**src/rtl/hazard_scoreboard_pkg.sv**
```systemverilog
// rtl/hazard_scoreboard_pkg.sv - shared MIPS defines: register-index width and load-table defaults.
package hazard_scoreboard_pkg;

    localparam int MIPS_RF_REG_W = 5;
    localparam int MIPS_LD_DEPTH = 4;
    localparam int MIPS_LOAD_LAT = 1;
    localparam int LD_CNT_W      = 3;

endpackage

```
**src/rtl/hazard_ld_entry.sv**
```systemverilog
// rtl/hazard_ld_entry.sv - one outstanding-load entry: allocate, count down to retirement, match ID sources.
module hazard_ld_entry
    import hazard_scoreboard_pkg::*;
#(
    parameter int RF_REG_W = MIPS_RF_REG_W
) (
    input  logic                clk,
    input  logic                resetn,
    input  logic                set,
    input  logic [RF_REG_W-1:0] setDst,
    input  logic [LD_CNT_W-1:0] setCnt,
    input  logic [RF_REG_W-1:0] rs,
    input  logic                rsVld,
    input  logic [RF_REG_W-1:0] rt,
    input  logic                rtVld,
    output logic                valid,
    output logic                match
);

    logic [RF_REG_W-1:0] dst;
    logic [LD_CNT_W-1:0] cnt;

    // A valid entry ignores set, so an entry retiring this cycle cannot be reallocated until the next one.
    always_ff @(posedge clk or negedge resetn) begin
        if (!resetn) begin
            valid <= 1'b0;
            dst   <= '0;
            cnt   <= '0;
        end else if (valid) begin
            if (cnt <= LD_CNT_W'(1)) begin
                valid <= 1'b0;
                cnt   <= '0;
            end else begin
                cnt <= cnt - LD_CNT_W'(1);
            end
        end else if (set) begin
            valid <= 1'b1;
            dst   <= setDst;
            cnt   <= setCnt;
        end
    end

    // r0 is hardwired zero, so it never carries a dependency.
    assign match = valid & ((rsVld & (|rs) & (rs == dst)) | (rtVld & (|rt) & (rt == dst)));

endmodule

```
**src/rtl/hazard_scoreboard.sv**
```systemverilog
// rtl/hazard_scoreboard.sv - load-use hazard scoreboard with stall/flush control; HAZARD_STATS_EN adds a stall-cycle counter.
module hazard_scoreboard
    import hazard_scoreboard_pkg::*;
#(
    parameter int RF_REG_W = MIPS_RF_REG_W,
    parameter int LD_DEPTH = MIPS_LD_DEPTH,
    parameter int LOAD_LAT = MIPS_LOAD_LAT
) (
    input  logic                clk,
    input  logic                resetn,
    input  logic [RF_REG_W-1:0] iID_Rs,
    input  logic [RF_REG_W-1:0] iID_Rt,
    input  logic                iID_RsVld,
    input  logic                iID_RtVld,
    input  logic                iID_Vld,
    input  logic                iID_IsLoad,
    input  logic [RF_REG_W-1:0] iID_Dst,
    input  logic                iBranchTaken,
    output logic                oPCWr,
    output logic                oIFDWr,
    output logic                oBubble,
    output logic                oFlush,
    output logic                oBusy,
    output logic [31:0]         oStallCycles
);

    logic [LD_DEPTH-1:0] validVec;
    logic [LD_DEPTH-1:0] matchVec;
    logic [LD_DEPTH-1:0] setVec;
    logic                fullStall;
    logic                stall;
    logic                issue;
    logic                found;

    for (genvar g = 0; g < LD_DEPTH; g++) begin : gEntry
        hazard_ld_entry #(
            .RF_REG_W(RF_REG_W)
        ) uEntry (
            .clk    (clk),
            .resetn (resetn),
            .set    (setVec[g]),
            .setDst (iID_Dst),
            .setCnt (LD_CNT_W'(LOAD_LAT)),
            .rs     (iID_Rs),
            .rsVld  (iID_RsVld),
            .rt     (iID_Rt),
            .rtVld  (iID_RtVld),
            .valid  (validVec[g]),
            .match  (matchVec[g])
        );
    end

    assign fullStall = iID_Vld & iID_IsLoad & (&validVec);
    assign stall     = iID_Vld & ((|matchVec) | fullStall) & ~iBranchTaken;
    assign issue     = iID_Vld & iID_IsLoad & ~stall & ~iBranchTaken & (|iID_Dst);

    // Lowest-index free entry takes the new load.
    always_comb begin
        setVec = '0;
        found  = 1'b0;
        for (int i = 0; i < LD_DEPTH; i++) begin
            if (!validVec[i] && !found) begin
                setVec[i] = issue;
                found     = 1'b1;
            end
        end
    end

    assign oPCWr   = ~stall;
    assign oIFDWr  = ~stall;
    assign oBubble = stall | iBranchTaken;
    assign oFlush  = iBranchTaken;
    assign oBusy   = |validVec;

`ifdef HAZARD_STATS_EN
    logic [31:0] stallCnt;

    always_ff @(posedge clk or negedge resetn) begin
        if (!resetn) begin
            stallCnt <= '0;
        end else if (stall && (stallCnt != 32'hFFFF_FFFF)) begin
            stallCnt <= stallCnt + 32'd1;
        end
    end

    assign oStallCycles = stallCnt;
`else
    assign oStallCycles = 32'd0;
`endif

endmodule
```
**config.mk**
```make
export PLATFORM = sky130hd
export DESIGN_NAME = hazard_scoreboard
export DESIGN_NICKNAME = d
export VERILOG_FILES = /design/src/rtl/hazard_scoreboard_pkg.sv /design/src/rtl/hazard_ld_entry.sv /design/src/rtl/hazard_scoreboard.sv
export SDC_FILE = /design/constraint.sdc
export NUM_CORES = 1
export LEC_CHECK = 0
export BUFFER_PORTS_ARGS = -buffer_cell sky130_fd_sc_hd__buf_2
export CORE_ASPECT_RATIO = 0.5
export CORE_MARGIN = 2
export CORE_UTILIZATION = 25
export DETAILED_ROUTE_END_ITERATION = 7
export GPL_TIMING_DRIVEN = 1
export PLACE_DENSITY = 0.53
export SLEW_MARGIN = 20
export SYNTH_ARGS = -nofsm -noshare
export SYNTH_HDL_FRONTEND = slang
export SYNTH_SLANG_ARGS = --single-unit
```
**constraint.sdc**
```tcl
create_clock -name clk -period 2.6 [get_ports clk]
set_input_delay 0 -clock clk [delete_from_list [all_inputs] [get_ports clk]]
set_output_delay 0 -clock clk [all_outputs]
set_load 0.01 [all_outputs]
```
### Yosys cells after proc, flatten, opt, wreduce, memory -nomap -nowiden

Index checks and enable logic that the tools add are counted.

* add/sub/neg operators: 4
* order comparisons: 4
* eq/ne operators: 8
* mux-type cells: 31
* bitwise gates (word level): 33
* reduce and logical (&&, ||, !) cells: 22

Operators by type and width (count)
* equality test 5 bit: 8
* 2-to-1 mux 3 bit: 12
* bitwise AND 1 bit: 21
* 2-to-1 mux 1 bit: 19
* OR reduction 5 bit: 3
* <= comparator 3 x 1 -> 1 bit (second input constant): 4
* subtractor 3 x 1 -> 3 bit (second input constant): 4
* AND reduction 2 bit: 4
* nonzero test 2 bit: 4
* OR reduction 4 bit: 2
* NOT 1 bit: 6
* bitwise OR 1 bit: 6
* logical NOT 1 bit: 5
* AND reduction 4 bit: 1
* logical AND 1 bit: 3

* register bits: 36
* input bits: 22
* output and inout bits: 37
* word-level logic and storage cells: 114

### Longest topological paths before layout

Gate-level depths: netlist (run 1).

* word-level depth: 16
* depth in mapped cells: 8
* gate-level depth less buffers: 7

### Modules after synthesis

Synthesis (run 1) repeated with hierarchy kept, for this count alone.

* cell total of the unflattened synthesis: 259
* area total of the unflattened synthesis: 2537.4 µm²

Modules (own cells, without submodules)
* hazard_ld_entry: times used 4, cells an instance 52, area each 545.5 µm², sequential area each 225.2 µm²
* hazard_scoreboard: times used 1, cells an instance 51, area each 355.3 µm², sequential area each 0.0 µm²

### Least setup slack after synthesis (run 1)

OpenSTA, ideal clock, no wires.

* kind: input to register
* start: input iID_Rs[3]
* end: register gEntry[2].uEntry.dst[0]
* setup time: 0.125 ns
* data arrival time: 2.095 ns
* required time: 2.475 ns
* slack: 0.380 ns
* stages on the path: 8
* buffers on the path: 1
* path through: buf_2 or4_4 o21ai_2 nor4_1 o31ai_4 nand3_4 nor4_4 mux2_2

* cells in the longest elaborated chain, start to end: 15
* elaborated cells on any way between the ends: 28
* classes of those cells: eq/ne (4); mux (1); bitwise (20); reduce/logical (3)

RTL lines
* start: declaration: RTL line hazard_scoreboard.sv:11 `input logic [RF_REG_W-1:0] iID_Rs,`
* OR reduction 5 bit: RTL line hazard_ld_entry.sv:44 `assign match = valid & ((rsVld & (|rs) & (rs == dst)) | (rtVld & (|rt) & (rt == dst)));`
* bitwise AND 1 bit (2 in a row): RTL line hazard_ld_entry.sv:44
* bitwise OR 1 bit: RTL line hazard_ld_entry.sv:44
* bitwise AND 1 bit: RTL line hazard_ld_entry.sv:44
* OR reduction 4 bit *: RTL line hazard_scoreboard.sv:54 `assign stall = iID_Vld & ((|matchVec) | fullStall) & ~iBranchTaken;`
* bitwise OR 1 bit *: RTL line hazard_scoreboard.sv:54
* bitwise AND 1 bit * (2 in a row): RTL line hazard_scoreboard.sv:54
* NOT 1 bit *: RTL line hazard_scoreboard.sv:55 `assign issue = iID_Vld & iID_IsLoad & ~stall & ~iBranchTaken & (|iID_Dst);`
* bitwise AND 1 bit * (3 in a row): RTL line hazard_scoreboard.sv:55
* 2-to-1 mux 1 bit *: RTL line hazard_scoreboard.sv:62 `if (!validVec[i] && !found) begin`
* AND reduction 2 bit (no line) *
* end signal: assignment: RTL line hazard_ld_entry.sv:38 `dst <= setDst;`
* end: declaration: RTL line hazard_ld_entry.sv:20 `logic [RF_REG_W-1:0] dst;`

Mark *: on every way between the ends. The rest lies on a longest branch, timed or not.
A chain may end at the register's enable or synchronous reset.

### Final worst setup path (run 1)

* start: register gEntry[1].uEntry.dst[0]
* end: register gEntry[2].uEntry.dst[0]

* cells in the longest elaborated chain, start to end: 14
* elaborated cells on any way between the ends: 16
* classes of those cells: eq/ne (2); mux (1); bitwise (11); reduce/logical (2)

RTL lines (RTL line)
* start: declaration: hazard_ld_entry.sv:20
* start signal: assignment: hazard_ld_entry.sv:38
* equality test 5 bit: hazard_ld_entry.sv:44
* bitwise AND 1 bit: hazard_ld_entry.sv:44
* bitwise OR 1 bit *: hazard_ld_entry.sv:44
* bitwise AND 1 bit *: hazard_ld_entry.sv:44
* OR reduction 4 bit *: hazard_scoreboard.sv:54
* bitwise OR 1 bit *: hazard_scoreboard.sv:54
* bitwise AND 1 bit * (2 in a row): hazard_scoreboard.sv:54
* NOT 1 bit *: hazard_scoreboard.sv:55
* bitwise AND 1 bit * (3 in a row): hazard_scoreboard.sv:55
* 2-to-1 mux 1 bit *: hazard_scoreboard.sv:62
* AND reduction 2 bit (no line) *

Marks and branches as above.

==> summary.md, run 1 <==
| Metric | Value |
|---|---|
| Status | `completed` |
| Post-CTS Hold Fix Bufs | `1` |
| Clock Skew | `between 6 and 7 ps` |
| Leakage | `~1.2 nW` |
| Yosys reg bits | `36` |
| Most common flop cell mapped by yosys | `dfrtp_1` |
| Worst relative slew slack | `between 40% and 50%` |
| Number of synthesized flops with an enable pin | `0` |
| Peak supply drop | `between 0.3 and 0.4 mV` |
| DIE WIDTH | `145 µm` |
| Worst setup SP type | `flip-flop` |
| Part of the power in registers | `40.1%` |
| Post-synthesis cell type count | `45` |
| Remaining DRCs | `0` |
| Sequential fraction of the synthesis area | `36.3%` |
| CP Max Fanout | `7` |
| WP data arrival | `2440 ps` |
| Final weighted congestion in routability-driven placement | `0.831` |
| Total track usage | `10.5%` |
| Final design utilization | `between 20% and 30%` |
| DRT Pass-1 Iters | `4` |
| Worst-Margin Slew | `around 820 ps` |
| Post-CTS setup buffer count | `0` |
| Vias in the first global route | `~1700` |
| Grt ovf | `0` |
| Initial antenna violation count | `0` |
| # port buffers | `26` |
| I/O pin count | `59` |
| Final Hold Viols | `0` |
| Vias | `1712` |
| Drt via density | `4.25` |
| First-pass GRT wire length | `roughly 8.7 mm` |
| Synthesized area per cell | `10.2 µm²` |
| Post-DP HPWL | `4.05 mm` |
| Power Density | `around 740 nW/µm²` |
| Post-Synthesis Cells | `between 200 and 250` |
| Gate power share | `about a quarter` |
| Post-CTS resize count | `0` |
| Starting DRT DRC Count | `99` |
| CP required | `between 2000 and 3000 ps` |
| DIE HEIGHT | `74.5 µm` |
| CP endpoint kind | `flip-flop` |
| RSZ-0062 raised after global routing | `false` |
| Internal | `approximately 1.4 mW` |
| Slew Viols, Final | `0` |
| Core area | `9540 µm²` |
| Psw | `approximately 0.63 mW` |
| Routed Antenna Nets | `0` |
| Share of flip-flops with an asynchronous set or reset | `100%` |
| Period utilization | `87.8%` |
| Crit Path Category | `flip-flop to flip-flop` |
| Layout cells sized above 1 | `25.4%` |
| Ys Warns | `0` |
| Initial Utilization | `26.0%` |
| # nets final | `295` |
| H-tree levels | `2` |
| Cells on worst reg2reg path | `7` |
| Placed standard-cell area | `2620 µm²` |
| Diode count | `0` |
| Clock Sinks | `36` |
| Sw Ratio | `between 30% and 40%` |
| Post-Syn Area | `2480 µm²` |
| Final setup viols | `0` |
| Area Overhead vs Synth | `12.7%` |
| Detailed Route WL | `5.27 mm` |
| Drt wl/cell | `13.1 µm` |
| CTS tree | `yes` |
| Reg clk slew, reported paths | `roughly 60 ps` |
| Fin crit period | `approximately 2300 ps` |
| Largest net degree at the start of global routing | `37` |
| Full die area | `10800 µm²` |
| CTS buffer count | `5` |
| Max Freq | `approximately 440 MHz` |
| Fin Setup TNS | `0 ps` |
| Max-cap viol count | `0` |
| Hold depth | `2` |
| Clk_lat worst skew | `280 ps` |
| CTS max path bufs | `2` |
| CTS Root Cell | `clkbuf_16` |
| Placement Rows | `25` |
| Worst hold path class | `input pin to flip-flop` |
| Clk network pwr share | `33.2%` |
| Post-route cell area | `2800 µm²` |
[registers in the layout (all words and copies together), names as in the netlist]
| register | cells |
|---|---|
| gEntry.uEntry.dst | 20 |
| gEntry.uEntry.cnt | 12 |
| gEntry.uEntry.valid | 4 |
[layout make-up]
| class | count | area (µm²) |
|---|---|---|
| inverters | 14 | 52.6 |
| multi-input cells | 178 | 1330 |
| well taps | 135 | 169 |
| repair buffers | 32 | 178 |
| clock inverters | 3 | 42.5 |
| fillers | 1014 | 6740 |
| flip-flops and latches | 36 | 901 |
| clock buffers | 5 | 125 |
[power by group through the flow]
stage | registers (mW) | logic, mW | clock network [mW]
after floorplan | 0.803 | 0.472 | 0
after global placement | 0.839 | 0.553 | 0
after detailed placement | 0.838 | 0.553 | 0
after CTS | 0.830 | 0.557 | 0.701
after global routing | 0.852 | 0.628 | 0.737
final | 0.828 | 0.550 | 0.685
[per-stage QoR]
step / worst slack (ps) / power [mW] / cells / hold WS [ps]
2_1_floorplan: 380 / 1.28 / 275 / -296
3_3_place_gp: 220 / 1.39 / 394 / 144
3_5_place_dp: 170 / 1.39 / 394 / 153
4_1_cts: 306 / 2.09 / 403 / 30.1
5_1_grt: 189 / 2.22 / 403 / 42.1
6_report: 318 / 2.06 / 403 / 32.1
[placed cells by master, fill, tap and decap left out, drive strengths merged, types with 2 or more instances in the layout]
cell type,count
dfrtp,36
conb,32
o21ai,11
nand3b,3
mux2,20
nor2,4
xnor2,30
a21oi,2
or4,4
nand2,9
buf,31
o311ai,2
ha,6
clkbuf,5
nand4,6
nor4,6
nand2b,4
inv,14
nand3,9
xor2,10
o32ai,5
[layer usage]
layer / vias to the layer above / share of wire (%) / global-route usage, % / wire length, µm
li1: 823 / - / - / -
met2: 53 / 46 / 18.0 / 2410
met4: 0 / 1.4 / 4.29 / 75
met3: 6 / 4.0 / 1.78 / 210
met5: - / 0 / 0 / 0
met1: 830 / 49 / 13.7 / 2580
[synthesized netlist by cell type (all sizes together) (2+ instances only)]
master,n,area (µm²)
o311ai,2,17.5
o21ai,11,62.6
nand4,6,37.5
nor4,6,67.6
nand2,9,33.8
ha,6,75.1
a21oi,2,10.0
mux2,20,225
xnor2,30,263
nand3b,3,22.5
clkbuf,10,38.8
nand2b,4,25.0
nand3,9,57.6
buf,37,275
dfrtp,36,901
inv,14,52.6
o32ai,5,43.8
nor2,4,15.0
or4,4,33.8
xor2,10,87.6
[worst max-delay path: stages (launching register included)]
cell     delay (ps)
dfrtp_1         420
xnor2_1         150
nand4_1         130
o32ai_1         110
a22oi_2         300
nand3_4         180
nor4_4          480
mux2_2          390
[cell families (layout without fill, tap and decap cells)]
kind of cell | count (synthesis) | in the layout | share of synthesized area [%]
XOR/XNOR | 40 | 40 | 14.1
flip-flops | 36 | 36 | 36.3
multiplexers | 21 | 21 | 9.47
adder cells (fa/ha/maj) | 6 | 6 | 3.02
AO/OA/AOI/OAI | 30 | 30 | 9.42
buffers and inverters | 61 | 54 | 14.8
other | 1 | 32 | 0.151
AND/OR/NAND/NOR | 49 | 49 | 12.8
[path summary, 6_finish.rpt]
kind	start	endpoint	slack (ps)
worst max-delay path	gEntry[1].uEntry.dst[0]	gEntry[2].uEntry.dst[0]	320
worst min-delay path	iID_Dst[4]	gEntry[0].uEntry.dst[4]	30
worst max register to register	gEntry[1].uEntry.dst[0]	gEntry[2].uEntry.dst[0]	320
worst min register to register	gEntry[0].uEntry.cnt[0]	gEntry[0].uEntry.cnt[0]	480
max in group asynchronous	resetn	gEntry[3].uEntry.cnt[2]	1720
min in group asynchronous	resetn	gEntry[3].uEntry.dst[1]	350
Note: power is estimated with default switching activity, not from simulation.
==> run 2, diff against run 1 <==
--- a/config.mk
+++ b/config.mk
@@ -6,12 +6,13 @@
 export NUM_CORES = 1
 export LEC_CHECK = 0
 export BUFFER_PORTS_ARGS = -buffer_cell sky130_fd_sc_hd__buf_2
+export CAP_MARGIN = 20
 export CORE_ASPECT_RATIO = 0.5
 export CORE_MARGIN = 2
 export CORE_UTILIZATION = 25
 export DETAILED_ROUTE_END_ITERATION = 7
 export GPL_TIMING_DRIVEN = 1
-export PLACE_DENSITY = 0.53
+export PLACE_DENSITY = 0.49
 export SLEW_MARGIN = 20
 export SYNTH_ARGS = -nofsm -noshare
 export SYNTH_HDL_FRONTEND = slang
==> constraint.sdc (replaced) <==
create_clock -name clk -period 1.84 [get_ports clk]
set_input_delay 0 -clock clk [delete_from_list [all_inputs] [get_ports clk]]
set_output_delay 0 -clock clk [all_outputs]
set_load 0.01 [all_outputs]
==> run 2 against run 1 <==
The run now ends with negative setup slack left; final cell count rose by 7.2%; global-route usage rose by 0.46 points; register-to-register slack got worse by 540 ps; design area rose by 16%; fmax rose by 11%; hold slack improved by 29 ps; total power rose by 47%; critical path depth did not move; setup slack got worse by 540 ps; critical endpoint is now gEntry[2].uEntry.dst[3]; largest power group unchanged.
==> summary.md, run 2 (synthesized netlist as in run 1, its figures left out) <==
| Metric | Value |
|---|---|
| Hold_ws | `61.4 ps (+29.3 ps)` |
| Drt wl/cell | `13.3 µm (+2.0%)` |
| Max reg flops | `20 (unchanged)` |
| CTS tree | `yes` |
| Clk_lat worst skew | `270 ps (about the same)` |
| Commonest non-fill, non-tap cells in the layout | `dfrtp_1 (36), conb_1 (32), xnor2_1 (30), buf_4 (27), buf_2 (26)` |
| Initial Utilization | `26.0% (unchanged)` |
| Post-DP HPWL | `4.42 mm (+9.1%)` |
| WP data arrival | `2220 ps (-220 ps)` |
| Post-route cell area | `3240 µm² (+16%)` |
| Filler cell count | `960 (-5.3%)` |
| Placed standard-cell area | `2840 µm² (+8.2%)` |
| CP Max Fanout | `8 (+1)` |
| Register area | `901 µm² (unchanged)` |
| Layout cells sized above 1 | `37.7% (+12 points)` |
| R2R setup slack | `-220 ps (-540 ps)` |
| Final weighted congestion in routability-driven placement | `0.889 (+7.0%)` |
| Vias in the first global route | `1889 (+13%)` |
| CP endpoint kind | `flip-flop` |
| Violated checks | `negative setup slack` |
| Vias | `1840 (+7.5%)` |
| Diode count | `0 (unchanged)` |
| First-pass GRT wire length | `9.47 mm (+8.7%)` |
| Status | `finished, violations left` |
| Reg-to-Reg End | `gEntry[2].uEntry.dst[3]` |
| Reg clk slew, reported paths | `50 ps (about the same)` |
| RSZ-0062 raised after global routing | `true` |
| Starting DRT DRC Count | `43 (-57%)` |
| Power Density | `937 nW/µm² (+27%)` |
| Max Freq | `486 MHz (+11%)` |
| Period utilization | `112% (+24 points)` |
| H-tree levels | `2 (unchanged)` |
| Worst-Margin Slew | `846 ps (+23.9 ps)` |
| Detailed Route WL | `5.76 mm (+9.3%)` |
| CTS Root Cell | `clkbuf_16` |
| DRT Pass-1 Iters | `4 (unchanged)` |
| # nets final | `324 (+9.8%)` |
| Placement Rows | `25 (unchanged)` |
| DIE HEIGHT | `74.5 µm (unchanged)` |
| Worst r2r src | `gEntry[3].uEntry.dst[3]` |
| CTS buffer count | `5 (unchanged)` |
| DIE WIDTH | `145 µm (unchanged)` |
| Slew Viols, Final | `0 (unchanged)` |
| Clock Sinks | `36 (unchanged)` |
| Max-cap viol count | `0 (unchanged)` |
| Largest net degree at the start of global routing | `37 (unchanged)` |
| Grt ovf | `0 (unchanged)` |
| Final setup viols | `30 (+30)` |
| Area Overhead vs Synth | `30.5%` |
| Worst setup SP type | `flip-flop` |
| CTS max path bufs | `2 (unchanged)` |
| Area of the multi-input gates | `1540 µm² (+16%)` |
| CP required | `2000 ps (-760 ps)` |
| Final design utilization | `34.0% (+4.6 points)` |
| Largest regs | `gEntry.uEntry.dst x20, gEntry.uEntry.cnt x12, gEntry.uEntry.valid x4` |
| Full die area | `10800 µm² (unchanged)` |
| Fin crit period | `2060 ps (-223 ps)` |
| Worst setup margin | `-219 ps (-537 ps)` |
| Worst relative slew slack | `43.6% (-1.6 points)` |
| Remaining DRCs | `0 (unchanged)` |
| Crit path to | `gEntry[2].uEntry.dst[3]` |
| Peak supply drop | `0.338 mV (+4.2%)` |
| Most common cell after layout, fill and taps aside | `dfrtp_1` |
| Setup WS pre-CTS | `-422 ps (-593 ps)` |
| I/O pin count | `59 (unchanged)` |
| Initial antenna violation count | `0 (unchanged)` |
| Crit Path Category | `flip-flop to flip-flop` |
| Worst hold path class | `input pin to flip-flop` |
| # port buffers | `26 (unchanged)` |
| Routed Antenna Nets | `0 (unchanged)` |
| Leakage | `1.45 nW (+19%)` |
| Critical Path Source | `gEntry[3].uEntry.dst[3]` |
| Final Hold Viols | `0 (unchanged)` |
| Most flop-heavy register | `gEntry.uEntry.dst` |
| Clock Skew | `4.12 ps (-2.13 ps)` |
| Drt via density | `4.26 (+0.26%)` |
| Cells on worst reg2reg path | `7 (unchanged)` |
| Total track usage | `11.0% (+0.46 points)` |
| Core area | `9540 µm² (unchanged)` |
-- run 2: changes by cell type in the layout (fill, tap and decap cells not counted), sizes merged --
cell    previous run  this run
clkbuf             5         7
buf               31        60
bufinv             1         0
clkinv             1         0
-- run 2: power by group --
| group | switching (mW) | leakage, nW | internal (mW) |
|---|---|---|---|
| clock network | 0.308 | 0.0701 | 0.539 |
| logic | 0.455 | 0.910 | 0.562 |
| registers | 0.194 | 0.471 | 0.980 |
-- run 2: critical path, cell delays in order (launching register included) --
cell and delay (ps):
dfrtp_1 410, xor2_1 260, nor4_4 90, o31ai_4 290, nand3_4 140, nor4_4 240, buf_6 180, mux2_2 330
-- run 2: worst min-delay path by stage --
stage	depth (start not counted)	to	start	slack [ps]
2_1_floorplan	0	gEntry[0].uEntry.cnt[0]	resetn	-300
3_3_place_gp	1	gEntry[0].uEntry.dst[1]	resetn	140
3_5_place_dp	1	gEntry[3].uEntry.dst[4]	resetn	150
4_1_cts	2	gEntry[1].uEntry.dst[4]	iID_Dst[4]	50
5_1_grt	2	gEntry[0].uEntry.dst[4]	iID_Dst[4]	60
6_report	2	gEntry[1].uEntry.dst[4]	iID_Dst[4]	60
-- run 2: final cells by class --
| class | count | area share [%] |
|---|---|---|
| Inverter | 14 | 1.62 |
| Clock inverter | 1 | 0.232 |
| Tap cell | 135 | 5.21 |
| Sequential cell | 36 | 27.8 |
| Timing Repair Buffer | 61 | 13.1 |
| Clock buffer | 7 | 4.40 |
| Multi-Input combinational cell | 178 | 47.6 |
-- run 2: stage by stage --
step           TNS (ps)  total power [mW]  cells
2_1_floorplan     -4990              1.82    275
3_3_place_gp      -8210              1.98    419
3_5_place_dp      -9460              2.03    419
4_1_cts           -3680              3.04    430
5_1_grt           -7650              3.22    432
6_report          -3220              3.04    432
-- run 2: metal layers --
layer	routed length (µm)	global-route usage (%)
met4	34	2.97
met2	3000	21.5
met1	2530	12.9
met3	196	1.84
met5	0	0
-- run 2: what timing repair did --
action | 4_1_cts | 5_1_grt
endpoints found under the hold margin | 36 | 0
setup endpoints to repair | 36 | 39
hold buffers | 1 | 0
setup buffers | 3 | 3
pin swaps | 18 | 3
gates resized for setup | 36 | 8
==> run 3, diff against run 2 <==
--- a/config.mk
+++ b/config.mk
@@ -7,12 +7,15 @@
 export LEC_CHECK = 0
 export BUFFER_PORTS_ARGS = -buffer_cell sky130_fd_sc_hd__buf_2
 export CAP_MARGIN = 20
+export CELL_PAD_IN_SITES_DETAIL_PLACEMENT = 0
+export CELL_PAD_IN_SITES_GLOBAL_PLACEMENT = 1
 export CORE_ASPECT_RATIO = 0.5
 export CORE_MARGIN = 2
 export CORE_UTILIZATION = 25
 export DETAILED_ROUTE_END_ITERATION = 7
 export GPL_TIMING_DRIVEN = 1
-export PLACE_DENSITY = 0.49
+export PLACE_DENSITY_LB_ADDON = 0.1
+export SETUP_SLACK_MARGIN = 0.3
 export SLEW_MARGIN = 20
 export SYNTH_ARGS = -nofsm -noshare
 export SYNTH_HDL_FRONTEND = slang
==> run 3 against run 2 <==
The run still ends with negative setup slack left; sequential power hardly changed; register-to-register slack improved by 40 ps; sequential share of layout area shrank 0.35 points; clock power rose by 3.8%; critical path type unchanged; largest cell class unchanged.
==> summary.md, run 3 (synthesized netlist as in run 1, its figures left out) <==
| Metric | Value |
|---|---|
| Status | `finished, violations left` |
| Violated checks | `negative setup slack` |
| # nets final | `326 (+0.62%)` |
| Filler cell count | `981 (+2.2%)` |
| Total power | `3.11 mW (+2.3%)` |
| Total track usage | `12.6% (+1.6 points)` |
| Crit Path Category | `flip-flop to flip-flop` |
| Placed standard-cell area | `2850 µm² (+0.44%)` |
| Most flop-heavy register | `gEntry.uEntry.dst` |
| Full die area | `10800 µm² (unchanged)` |
| Area of the multi-input gates | `1550 µm² (+0.41%)` |
| Reg-to-Reg End | `gEntry[2].uEntry.dst[1]` |
| Worst-Margin Slew | `885 ps (+39.2 ps)` |
| DIE WIDTH | `145 µm (unchanged)` |
| Starting DRT DRC Count | `75 (+74%)` |
| RSZ-0062 raised after global routing | `true` |
| Crit path to | `gEntry[2].uEntry.dst[1]` |
| Worst setup SP type | `flip-flop` |
| Critical Path Source | `gEntry[3].uEntry.dst[2]` |
| I/O pin count | `59 (unchanged)` |
| Clk_lat worst skew | `280 ps (about the same)` |
| WP data arrival | `2190 ps (-30 ps)` |
| Routed Antenna Nets | `0 (unchanged)` |
| Grt ovf | `0 (unchanged)` |
| Remaining DRCs | `0 (unchanged)` |
| Clock Skew | `3.28 ps (-0.839 ps)` |
| Crit-path slowest cell | `dfrtp_1` |
| CTS buffer count | `5 (unchanged)` |
| Post-DP HPWL | `4.86 mm (+9.8%)` |
| Largest net degree at the start of global routing | `37 (unchanged)` |
| Area Overhead vs Synth | `32.5%` |
| Final setup viols | `35 (+17%)` |
| Largest regs | `gEntry.uEntry.dst x20, gEntry.uEntry.cnt x12, gEntry.uEntry.valid x4` |
| Max Freq | `495 MHz (+1.8%)` |
| Final weighted congestion in routability-driven placement | `0.829 (-6.8%)` |
| CP Max Fanout | `6 (-2)` |
| CTS tree | `yes` |
| DIE HEIGHT | `74.5 µm (unchanged)` |
| Hold_ws | `28.3 ps (-33.1 ps)` |
| Worst r2r src | `gEntry[3].uEntry.dst[2]` |
| Clock Sinks | `36 (unchanged)` |
| Max reg flops | `20 (unchanged)` |
| Met3 usage | `3.01% (+1.2 points)` |
| CP max stage delay | `420 ps (about the same)` |
| Drt wl/cell | `14.8 µm (+11%)` |
| Worst setup margin | `-182 ps (+37.0 ps)` |
| Vias | `1829 (-0.60%)` |
| Initial antenna violation count | `0 (unchanged)` |
| Cells on worst reg2reg path | `7 (unchanged)` |
| Placement Rows | `25 (unchanged)` |
| Met1 Use GR | `16.3% (+3.4 points)` |
| Drt via density | `4.21 (-1.1%)` |
| Fin crit period | `2020 ps (-37.0 ps)` |
| Max-cap viol count | `0 (unchanged)` |
| Diode count | `0 (unchanged)` |
| Layout cells sized above 1 | `39.5% (+1.8 points)` |
| Detailed Route WL | `6.42 mm (+11%)` |
| Period utilization | `110% (-2.0 points)` |
| Slew Viols, Final | `0 (unchanged)` |
| CP endpoint kind | `flip-flop` |
| # port buffers | `26 (unchanged)` |
| CP required | `2000 ps (about the same)` |
| CP Cell Sequence | `xor2_1, nor4_4, o31ai_4, nand3_4, nor4_4, buf_6, mux2_4` |
| Most common cell after layout, fill and taps aside | `dfrtp_1` |
| Core area | `9540 µm² (unchanged)` |
| First-pass GRT wire length | `10.3 mm (+8.8%)` |
| Final Hold Viols | `0 (unchanged)` |
| Commonest non-fill, non-tap cells in the layout | `dfrtp_1 (34), conb_1 (32), xnor2_1 (29), buf_2 (25), buf_4 (24)` |
| Peak supply drop | `0.310 mV (-8.3%)` |
| Cell mode on critical path | `nor4_4` |
| H-tree levels | `2 (unchanged)` |
| CTS Root Cell | `clkbuf_16` |
| Grt peak-use layer | `met2` |
| Reg clk slew, reported paths | `60 ps (about the same)` |
| R2R setup slack | `-180 ps (+40 ps)` |
| Final design utilization | `34.5% (+0.52 points)` |
| Worst relative slew slack | `41.0% (-2.6 points)` |
| Vias in the first global route | `1905 (+0.85%)` |
| DRT Pass-1 Iters | `4 (unchanged)` |
| Power Density | `944 nW/µm² (+0.74%)` |
| Initial Utilization | `26.0% (unchanged)` |
| Leakage | `1.45 nW (+0.17%)` |
| Met2 Track Usage GR | `21.6% (+0.16 points)` |
| Register area | `903 µm² (+0.28%)` |
| Post-route cell area | `3290 µm² (+1.5%)` |
| Hold depth | `2 (unchanged)` |
| CTS max path bufs | `2 (unchanged)` |
| Worst hold path class | `input pin to flip-flop` |
-- run 3: stage by stage --
step           TNS [ps]  instances  worst slack [ps]
6_report          -4310        434              -182
3_3_place_gp      -8760        419              -381
3_5_place_dp      -9850        419              -431
4_1_cts           -4210        432              -191
5_1_grt           -8540        434              -301
2_1_floorplan     -4980        275              -375
-- run 3: final cells by class --
class,instances,share of cell area [%]
Clock buffer,8,4.45
Inverter,14,1.60
Multi-Input combinational cell,178,47.1
Sequential cell,36,27.4
Tap cell,135,5.13
Timing Repair Buffer,63,14.3
-- run 3: power by group --
part / switching (mW) / internal, mW
Combinational: 0.468 / 0.583
Clock: 0.337 / 0.541
Sequential: 0.199 / 0.980
-- run 3: layer usage --
layer  wire (µm)  share of wire [%]
met4          60               0.93
met3         246                3.8
met1        3220                 50
met2        2890                 45
met5           0                  0
-- run 3: worst max-delay path, delay by kind of cell (launching register included) --
kind / cells / cell delay, ps
XOR/XNOR: 1 / 280
flip-flops: 1 / 420
AO/OA/AOI/OAI: 1 / 280
multiplexers: 1 / 310
AND/OR/NAND/NOR: 3 / 420
buffers and inverters: 1 / 190
-- run 3: worst min path at each step --
stage	startpoint	endpoint	slack, ps
finish	iID_Dst[4]	gEntry[2].uEntry.dst[4]	30
global route	iID_Dst[4]	gEntry[3].uEntry.dst[4]	40
CTS	iID_Dst[4]	gEntry[2].uEntry.dst[4]	20
detailed placement	resetn	gEntry[0].uEntry.dst[3]	170
global placement	resetn	gEntry[0].uEntry.dst[2]	160
floorplan	resetn	gEntry[0].uEntry.cnt[0]	-300
-- run 3: what timing repair did --
item                                   CTS  global route
buffers inserted                         4             2
hold buffers                             1             0
pin swaps                               15             3
gates resized for setup                 39            12
endpoints found under the hold margin   36             0
setup endpoints to repair               40            40
